## src/rtl/bsg_arb_rr_hold_if.sv

```systemverilog
// Request/grant bundle between requesters, the shared resource and the
// round-robin hold arbiter.
interface bsg_arb_rr_hold_if #(
    parameter int els_p = 3
);
    localparam int unsigned tag_w = $clog2(els_p);

    logic [els_p-1:0] reqs_i;
    logic [els_p-1:0] lock_i;
    logic             yumi_i;
    logic [els_p-1:0] grants_o;
    logic             v_o;
    logic [tag_w-1:0] tag_o;
    logic             hold_timeout_o;

    // master: requesters plus resource accept strobe; slave: the arbiter
    modport master (
        output reqs_i, lock_i, yumi_i,
        input  grants_o, v_o, tag_o, hold_timeout_o
    );
    modport slave (
        input  reqs_i, lock_i, yumi_i,
        output grants_o, v_o, tag_o, hold_timeout_o
    );
endinterface

```

## src/rtl/bsg_arb_rr_hold.sv

```systemverilog
// Registered round-robin arbiter with bounded grant locking for multi-beat
// transfers; the released owner drops to lowest priority.
module bsg_arb_rr_hold #(
    parameter int els_p      = 3,
    parameter int hold_max_p = 4
) (
    input  logic             clk_i,
    input  logic             reset_i,
    bsg_arb_rr_hold_if.slave bus
);
    localparam int unsigned tag_w = $clog2(els_p);
    localparam int unsigned cnt_w = $clog2(hold_max_p + 1);

    typedef enum logic {IDLE = 1'b0, BUSY = 1'b1} state_e;

    state_e           state_r, state_n;
    logic [tag_w-1:0] owner_r, owner_n;
    logic [tag_w-1:0] last_r, last_n;
    logic [cnt_w-1:0] hold_cnt_r, hold_cnt_n;
    logic             timeout_n;
    logic [els_p-1:0] grants_n;
    logic [tag_w-1:0] tag_n;
    logic             v_n;
    logic [tag_w-1:0] pick_base;
    logic [tag_w-1:0] pick_idx;

    // First set bit of v strictly after base, wrapping modulo els_p.
    function automatic logic [tag_w-1:0] pick(input logic [els_p-1:0] v,
                                              input logic [tag_w-1:0] base);
        logic [tag_w-1:0] res;
        logic             found;
        int               idx;
        res   = '0;
        found = 1'b0;
        for (int i = 1; i <= els_p; i++) begin
            idx = int'(base) + i;
            if (idx >= els_p) idx = idx - els_p;
            if (!found && v[idx]) begin
                res   = tag_w'(idx);
                found = 1'b1;
            end
        end
        return res;
    endfunction

    // In BUSY a pick only happens on release, where the owner becomes last.
    assign pick_base = (state_r == BUSY) ? owner_r : last_r;
    assign pick_idx  = pick(bus.reqs_i, pick_base);

    always_ff @(posedge clk_i or posedge reset_i) begin
        if (reset_i) begin
            state_r            <= IDLE;
            owner_r            <= '0;
            last_r             <= tag_w'(els_p - 1);
            hold_cnt_r         <= '0;
            bus.hold_timeout_o <= 1'b0;
            bus.grants_o       <= '0;
            bus.v_o            <= 1'b0;
            bus.tag_o          <= '0;
        end else begin
            state_r            <= state_n;
            owner_r            <= owner_n;
            last_r             <= last_n;
            hold_cnt_r         <= hold_cnt_n;
            bus.hold_timeout_o <= timeout_n;
            bus.grants_o       <= grants_n;
            bus.v_o            <= v_n;
            bus.tag_o          <= tag_n;
        end
    end

    always_comb begin
        state_n    = state_r;
        owner_n    = owner_r;
        last_n     = last_r;
        hold_cnt_n = hold_cnt_r;
        timeout_n  = 1'b0;
        unique case (state_r)
            IDLE: begin
                if (|bus.reqs_i) begin
                    owner_n    = pick_idx;
                    hold_cnt_n = '0;
                    state_n    = BUSY;
                end
            end
            BUSY: begin
                if (!bus.yumi_i) begin
                    // Retract drops to IDLE; stall keeps everything.
                    if (!bus.reqs_i[owner_r]) begin
                        state_n    = IDLE;
                        hold_cnt_n = '0;
                    end
                end else if (bus.lock_i[owner_r] && bus.reqs_i[owner_r]
                             && (int'(hold_cnt_r) < hold_max_p - 1)) begin
                    hold_cnt_n = hold_cnt_r + cnt_w'(1);
                end else begin
                    last_n     = owner_r;
                    hold_cnt_n = '0;
                    timeout_n  = bus.lock_i[owner_r] && bus.reqs_i[owner_r];
                    if (|bus.reqs_i) owner_n = pick_idx;
                    else             state_n = IDLE;
                end
            end
            default: state_n = IDLE;
        endcase
    end

    // Grant outputs are decoded from next state and then registered.
    always_comb begin
        grants_n = '0;
        tag_n    = '0;
        v_n      = 1'b0;
        if (state_n == BUSY) begin
            grants_n = els_p'(1) << owner_n;
            tag_n    = owner_n;
            v_n      = 1'b1;
        end
    end

    idle_yumi_a: assert property (@(posedge clk_i) disable iff (reset_i)
                                  !(state_r == IDLE && bus.yumi_i));

endmodule

```

## src/flat_wrapper.sv

```systemverilog
// flat-port wrapper written by rule: the top's interface ports become plain ports
module bsg_arb_rr_hold_flat 
#(
    parameter int els_p      = 3,
    parameter int hold_max_p = 4
)
  (clk_i, reset_i, bus_reqs_i, bus_lock_i, bus_yumi_i, bus_grants_o, bus_v_o, bus_tag_o, bus_hold_timeout_o);
  bsg_arb_rr_hold_if #(.els_p(els_p)) bus_i ();
  input  logic clk_i;
  input  logic reset_i;
  input wire logic [$bits(bus_i.reqs_i)-1:0] bus_reqs_i;
  input wire logic [$bits(bus_i.lock_i)-1:0] bus_lock_i;
  input wire logic [$bits(bus_i.yumi_i)-1:0] bus_yumi_i;
  output wire logic [$bits(bus_i.grants_o)-1:0] bus_grants_o;
  output wire logic [$bits(bus_i.v_o)-1:0] bus_v_o;
  output wire logic [$bits(bus_i.tag_o)-1:0] bus_tag_o;
  output wire logic [$bits(bus_i.hold_timeout_o)-1:0] bus_hold_timeout_o;
  assign bus_i.reqs_i = bus_reqs_i;
  assign bus_i.lock_i = bus_lock_i;
  assign bus_i.yumi_i = bus_yumi_i;
  assign bus_grants_o = bus_i.grants_o;
  assign bus_v_o = bus_i.v_o;
  assign bus_tag_o = bus_i.tag_o;
  assign bus_hold_timeout_o = bus_i.hold_timeout_o;
  bsg_arb_rr_hold #(.els_p(els_p), .hold_max_p(hold_max_p)) u_core (.clk_i(clk_i), .reset_i(reset_i), .bus(bus_i));
endmodule
```

## config.mk

```make
export PLATFORM = sky130hd
export DESIGN_NAME = bsg_arb_rr_hold_flat
export DESIGN_NICKNAME = d
export VERILOG_FILES = /design/src/rtl/bsg_arb_rr_hold_if.sv /design/src/rtl/bsg_arb_rr_hold.sv /design/src/flat_wrapper.sv
export SDC_FILE = /design/constraint.sdc
export NUM_CORES = 1
export LEC_CHECK = 0
export BUFFER_PORTS_ARGS = -buffer_cell sky130_fd_sc_hd__buf_2
export CAP_MARGIN = 20
export CORE_AREA = 4 4 52 59
export CTS_CLUSTER_SIZE = 24
export DETAILED_ROUTE_END_ITERATION = 10
export DIE_AREA = 0 0 56 63
export GPL_ROUTABILITY_DRIVEN = 0
export PLACE_DENSITY_LB_ADDON = 0.05
export SETUP_SLACK_MARGIN = 0.5
export SKIP_CTS_REPAIR_TIMING = 1
export SYNTH_ARGS = -nofsm -noshare
export SYNTH_HDL_FRONTEND = slang
export SYNTH_SLANG_ARGS = --single-unit
```

## constraint.sdc

```tcl
create_clock -name clk_i -period 3 [get_ports clk_i]
set_input_delay 0.45 -clock clk_i [delete_from_list [all_inputs] [get_ports clk_i]]
set_output_delay 0.45 -clock clk_i [all_outputs]
set_load 0.03 [all_outputs]
```

-- Yosys cells after proc, flatten, opt, wreduce, memory -nomap -nowiden
Cells that the tools add are included.
- register bits after elaboration: 15
- bits in latches: 0
- bits in writable memories: 0
- ROM bits: 0
- input bits: 9
- memories kept: 0
- $add $sub $neg: 7
- multiply operators: 0
- divide/modulo/power cells: 0
- magnitude comparators: 8
- eq/ne operators: 2
- shift operators: 1
- mux-type cells: 42
- bitwise gates (word level): 2
- reductions and logical operators: 9
- operator list (cell ; count):
    $ge 32x3->1 const B ; 3
    $lt 32x4->1 const B ; 3
    $mux 32 ; 3
    $sub 32x3->32 const B ; 3
    $mux 1 ; 18
    $mux 2 ; 8
    $mux 3 ; 5
    $bmux 1 s2 ; 5
    $add 2x2->3 const B ; 2
    $pmux 3 s2 ; 1
    $logic_and 1x1->1 ; 4
    $pmux 2 s2 ; 1
    $add 2x1->3 const B ; 1
    $add 3x1->3 const B ; 1
    $lt 2x3->1 const B ; 1
    $lt 3x2->1 const B ; 1
    $ne 3x3->1 const B ; 1
    $reduce_and 3->1 ; 1
    $reduce_or 3->1 ; 1
    $shl 1x2->3 const A ; 1
    $logic_not 1->1 ; 2
    $ne 2x1->1 const B ; 1
    $not 1->1 ; 2
    $pmux 1 s2 ; 1
    $reduce_and 2->1 ; 1

-- Longest topological paths before layout
- depth in word-level cells: 20
- mapped depth: 9
- depth with buffers taken out: 8

-- Worst setup path before layout
No wires, ideal clock.
- path kind: reg-to-reg
- start point: reg u_core.bus.v_o (netlist name)
- end point: reg u_core.bus.grants_o[2]
- arrival: 2.310 ns
- required time: 2.923 ns
- slack: 0.612 ns
- cell stages (with the launch flop): 10
- buffers on the path: 1
- period minus slack after synthesis: 2.388 ns
- cells stage by stage: dfrtp_1 buf_6 mux2i_1 inv_1 ha_1 a221o_1 a21o_1 a221o_1 nand2b_4 a21oi_1
- RTL lines (element ; RTL line ; RTL):
    to (signal assigned) ; bsg_arb_rr_hold.sv:66 ; bus.grants_o <= grants_n;
    to (decl) ; bsg_arb_rr_hold_if.sv:23 ; output grants_o, v_o, tag_o, hold_timeout_o

==> out/metrics.yaml <==
status: "finished clean"
max_freq_ghz: 0.423
rows: 19
wl_per_cell_um: 14.5
r2r_end: "u_core.bus.tag_o[1]$_DFF_PP0_"
drc: 0
antenna_cells: 0
core_sq_um: 2470
grt_pass1_wl_um: 3340
grtUsageMet1_pct: 16.6
worst_pin_slew_ns: 0.577
syn-num-nets: 95
synthesis.instances: 83
crit_buf_inv: 0
place_area_sq_um: 986
pin_count: 16
crit_path_max_fanout: 8
met3_usage_pct: 1.86
avgSynthCellArea_sq_um: 10.7
synth_top_family_by_area: "compound AO/OA/AOI/OAI gates"
cts_sinks: 14
grt_overflow: 0
setup-tns-final_ns: 0
crit_chain: "mux2_4, ha_1, a221o_1, a21o_1, a221o_1, nand2b_4, a21oi_1"
cap_violations: 0
finalHoldViolCount: 0
syn_area_sq_um: 892
drive_gt1_share_pct: 33.0
htreeDepth: 1
area_delta_synth_final_pct: 15.1
synth_compound_area_share_pct: 23.1
cpMostUsedCell: "a221o_1"
grt.total_usage_pct: 12.1
synth_xor_area_share_pct: 0
finalSetupViolations: 0
min_period_over_period_pct: 78.8
critPathTopFamily: "compound AO/OA/AOI/OAI gates"
grt_max_degree: 15
cts_tree: "yes"
pwr_density_cell_nw_per_um2: 894
yosysWarnings: 0
synth_top_area_share_pct: 36.5
start_kind: "flop"
die_h_um: 63
path_class: "reg -> reg"
ys_ff_latch: 14
hpwl_um: 1500
r2r_slack_ns: 0.63
nets: 113
initial_core_util_pct: 36.1
synth_edf_count: 0
irDropWorstVdd_uv: 376
path_clk_slew_ns: 0.09
root_buffer: "clkbuf_4"
synth.distinct_cells: 37
drtPass1Iterations: 4
synthArstFlopShare_pct: 100
port_buffers: 15
skew_ns: 0.00595
grt_pass1_vias: 690
ant_nets: 0
worst_ep_arrival_time_ns: 2.57
drtIter0Drc: 14
hp-class: "in -> async"
drt-total-wl_um: 1890
rr_startpoint: "u_core.bus.v_o$_DFF_PP0_"
worst_slew_margin_rel_pct: 61.2
fin_area_sq_um: 1030
post_synth_and_or_nand_nor_area_fraction_pct: 18.2
muxShareOfSynthArea_pct: 8.98
final-max-slew-violation-count: 0
critPathCaptureType: "flop"
route.vias.total: 675
yosys.area.top_type: "dfrtp_1"
cp.required_ns: 3.20
busiest_layer: "met2"
grtUsageMet2_pct: 18.1
die_w_um: 56
critPathMaxStageDelay_ns: 0.49
clockBufferDepth: 2
min_period_ns: 2.37
synth_ff_type: "dfrtp_1"
synthAdderAreaFrac_pct: 4.21
rsz0062_at_grt: "true"
synth_area_leaders: "dfrtp_1 (36%), ha_1 (4.2%), a21o_1 (3.4%), nand4bb_4 (3.1%), dfstp_2 (2.9%)"
via_per_inst: 5.15
antenna_found_initial: 0
critPathSlowestCell: "dfrtp_2"
worstRegToRegCells: 7
die_area_sq_um: 3530
worstSkewPairLatency_ns: 0.28
power_leakage_uw: 0.000513
numCtsBuffers: 3
ys_seq_area_share_pct: 39.4
## logic make-up (layout without fill, tap and decap cells)
group,after synthesis,count (layout)
simple gates,23,23
flops,14,14
compound gates,26,26
fa+ha+maj,3,3
mux,7,7
buf+inv,10,27
## worst reg2reg max path: stages (launching register included)
cell      delay, ns
dfrtp_2        0.49
mux2_4         0.35
ha_1           0.28
a221o_1        0.36
a21o_1         0.17
a221o_1        0.35
nand2b_4       0.16
a21oi_1        0.14
## per-stage QoR
step	total power, uW	worst slack [ns]	utilization [%]	hold WS [ns]	std cells
4_1_cts	920	0.561	41.3	0.204	131
2_1_floorplan	678	0.612	-	0.339	83
5_1_grt	994	0.490	41.5	0.241	131
3_3_place_gp	776	0.669	39.9	0.496	127
6_report	918	0.635	41.5	0.187	131
3_5_place_dp	778	0.593	39.9	0.494	127
## cell usage after synthesis, drive strengths merged, types with 2 or more instances
| cell | n |
|---|---|
| a21oi | 3 |
| nand4b | 2 |
| nand3b | 2 |
| buf | 3 |
| nand2 | 5 |
| dfrtp | 13 |
| mux2 | 5 |
| nor2 | 5 |
| nor2b | 2 |
| inv | 7 |
| a221o | 2 |
| a21o | 4 |
| ha | 3 |
| a22o | 2 |
| mux2i | 2 |
| o21a | 3 |
| o21ai | 7 |
## where the power goes
group | internal (uW) | total (uW) | switching, uW
combinational | 211 | 492 | 280
clock | 73.8 | 137 | 63.1
sequential | 248 | 289 | 40.8
## how the worst max path moves through the flow
stage                                   startpoint                          endpoint  slack [ns]  cells past startpoint
final                     u_core.bus.v_o$_DFF_PP0_     u_core.bus.tag_o[1]$_DFF_PP0_        0.63                      7
after global routing      u_core.bus.v_o$_DFF_PP0_       u_core.owner_r[0]$_DFF_PP0_        0.49                      8
after CTS                 u_core.bus.v_o$_DFF_PP0_     u_core.bus.tag_o[1]$_DFF_PP0_        0.56                      8
after detailed placement  u_core.bus.v_o$_DFF_PP0_     u_core.bus.tag_o[1]$_DFF_PP0_        0.59                      8
after global placement    u_core.bus.v_o$_DFF_PP0_     u_core.bus.tag_o[1]$_DFF_PP0_        0.67                      8
after floorplan           u_core.bus.v_o$_DFF_PP0_  u_core.bus.grants_o[2]$_DFF_PP0_        0.61                      9
## layout make-up
class	instances	area [sq um]
Clock buffer	4	36.3
Fill cell	246	1450
Inverter	7	26.3
Multi-Input combinational cell	59	490
Sequential cell	14	353
Tap cell	31	38.8
Timing Repair Buffer	16	82.6
## layout by cell type, fill, tap and decap left out, types with 3 or more instances in the layout
cell and count:
buf_2 15, dfrtp_1 12, inv_1 6, nand2_1 5, nor2_1 5, a21o_1 4
o21ai_0 4, o21a_1 3, a21oi_1 3, ha_1 3, clkbuf_4 3
## registers in the layout, indices dropped and copies added, names as in the netlist
register                   flops
u_core.owner_r                 2
u_core.bus.grants_o            3
u_core.last_r                  2
u_core.bus.tag_o               2
u_core.hold_cnt_r              3
u_core.bus.v_o                 1
u_core.bus.hold_timeout_o      1
## per-layer routing
metal / vias to the layer above / part of all wire (%)
li1: 336 / -
met1: 324 / 47
met2: 11 / 49
met3: 4 / 2.7
met4: 0 / 1.2
met5: - / 0
Note: power is estimated with default switching activity, not from simulation.
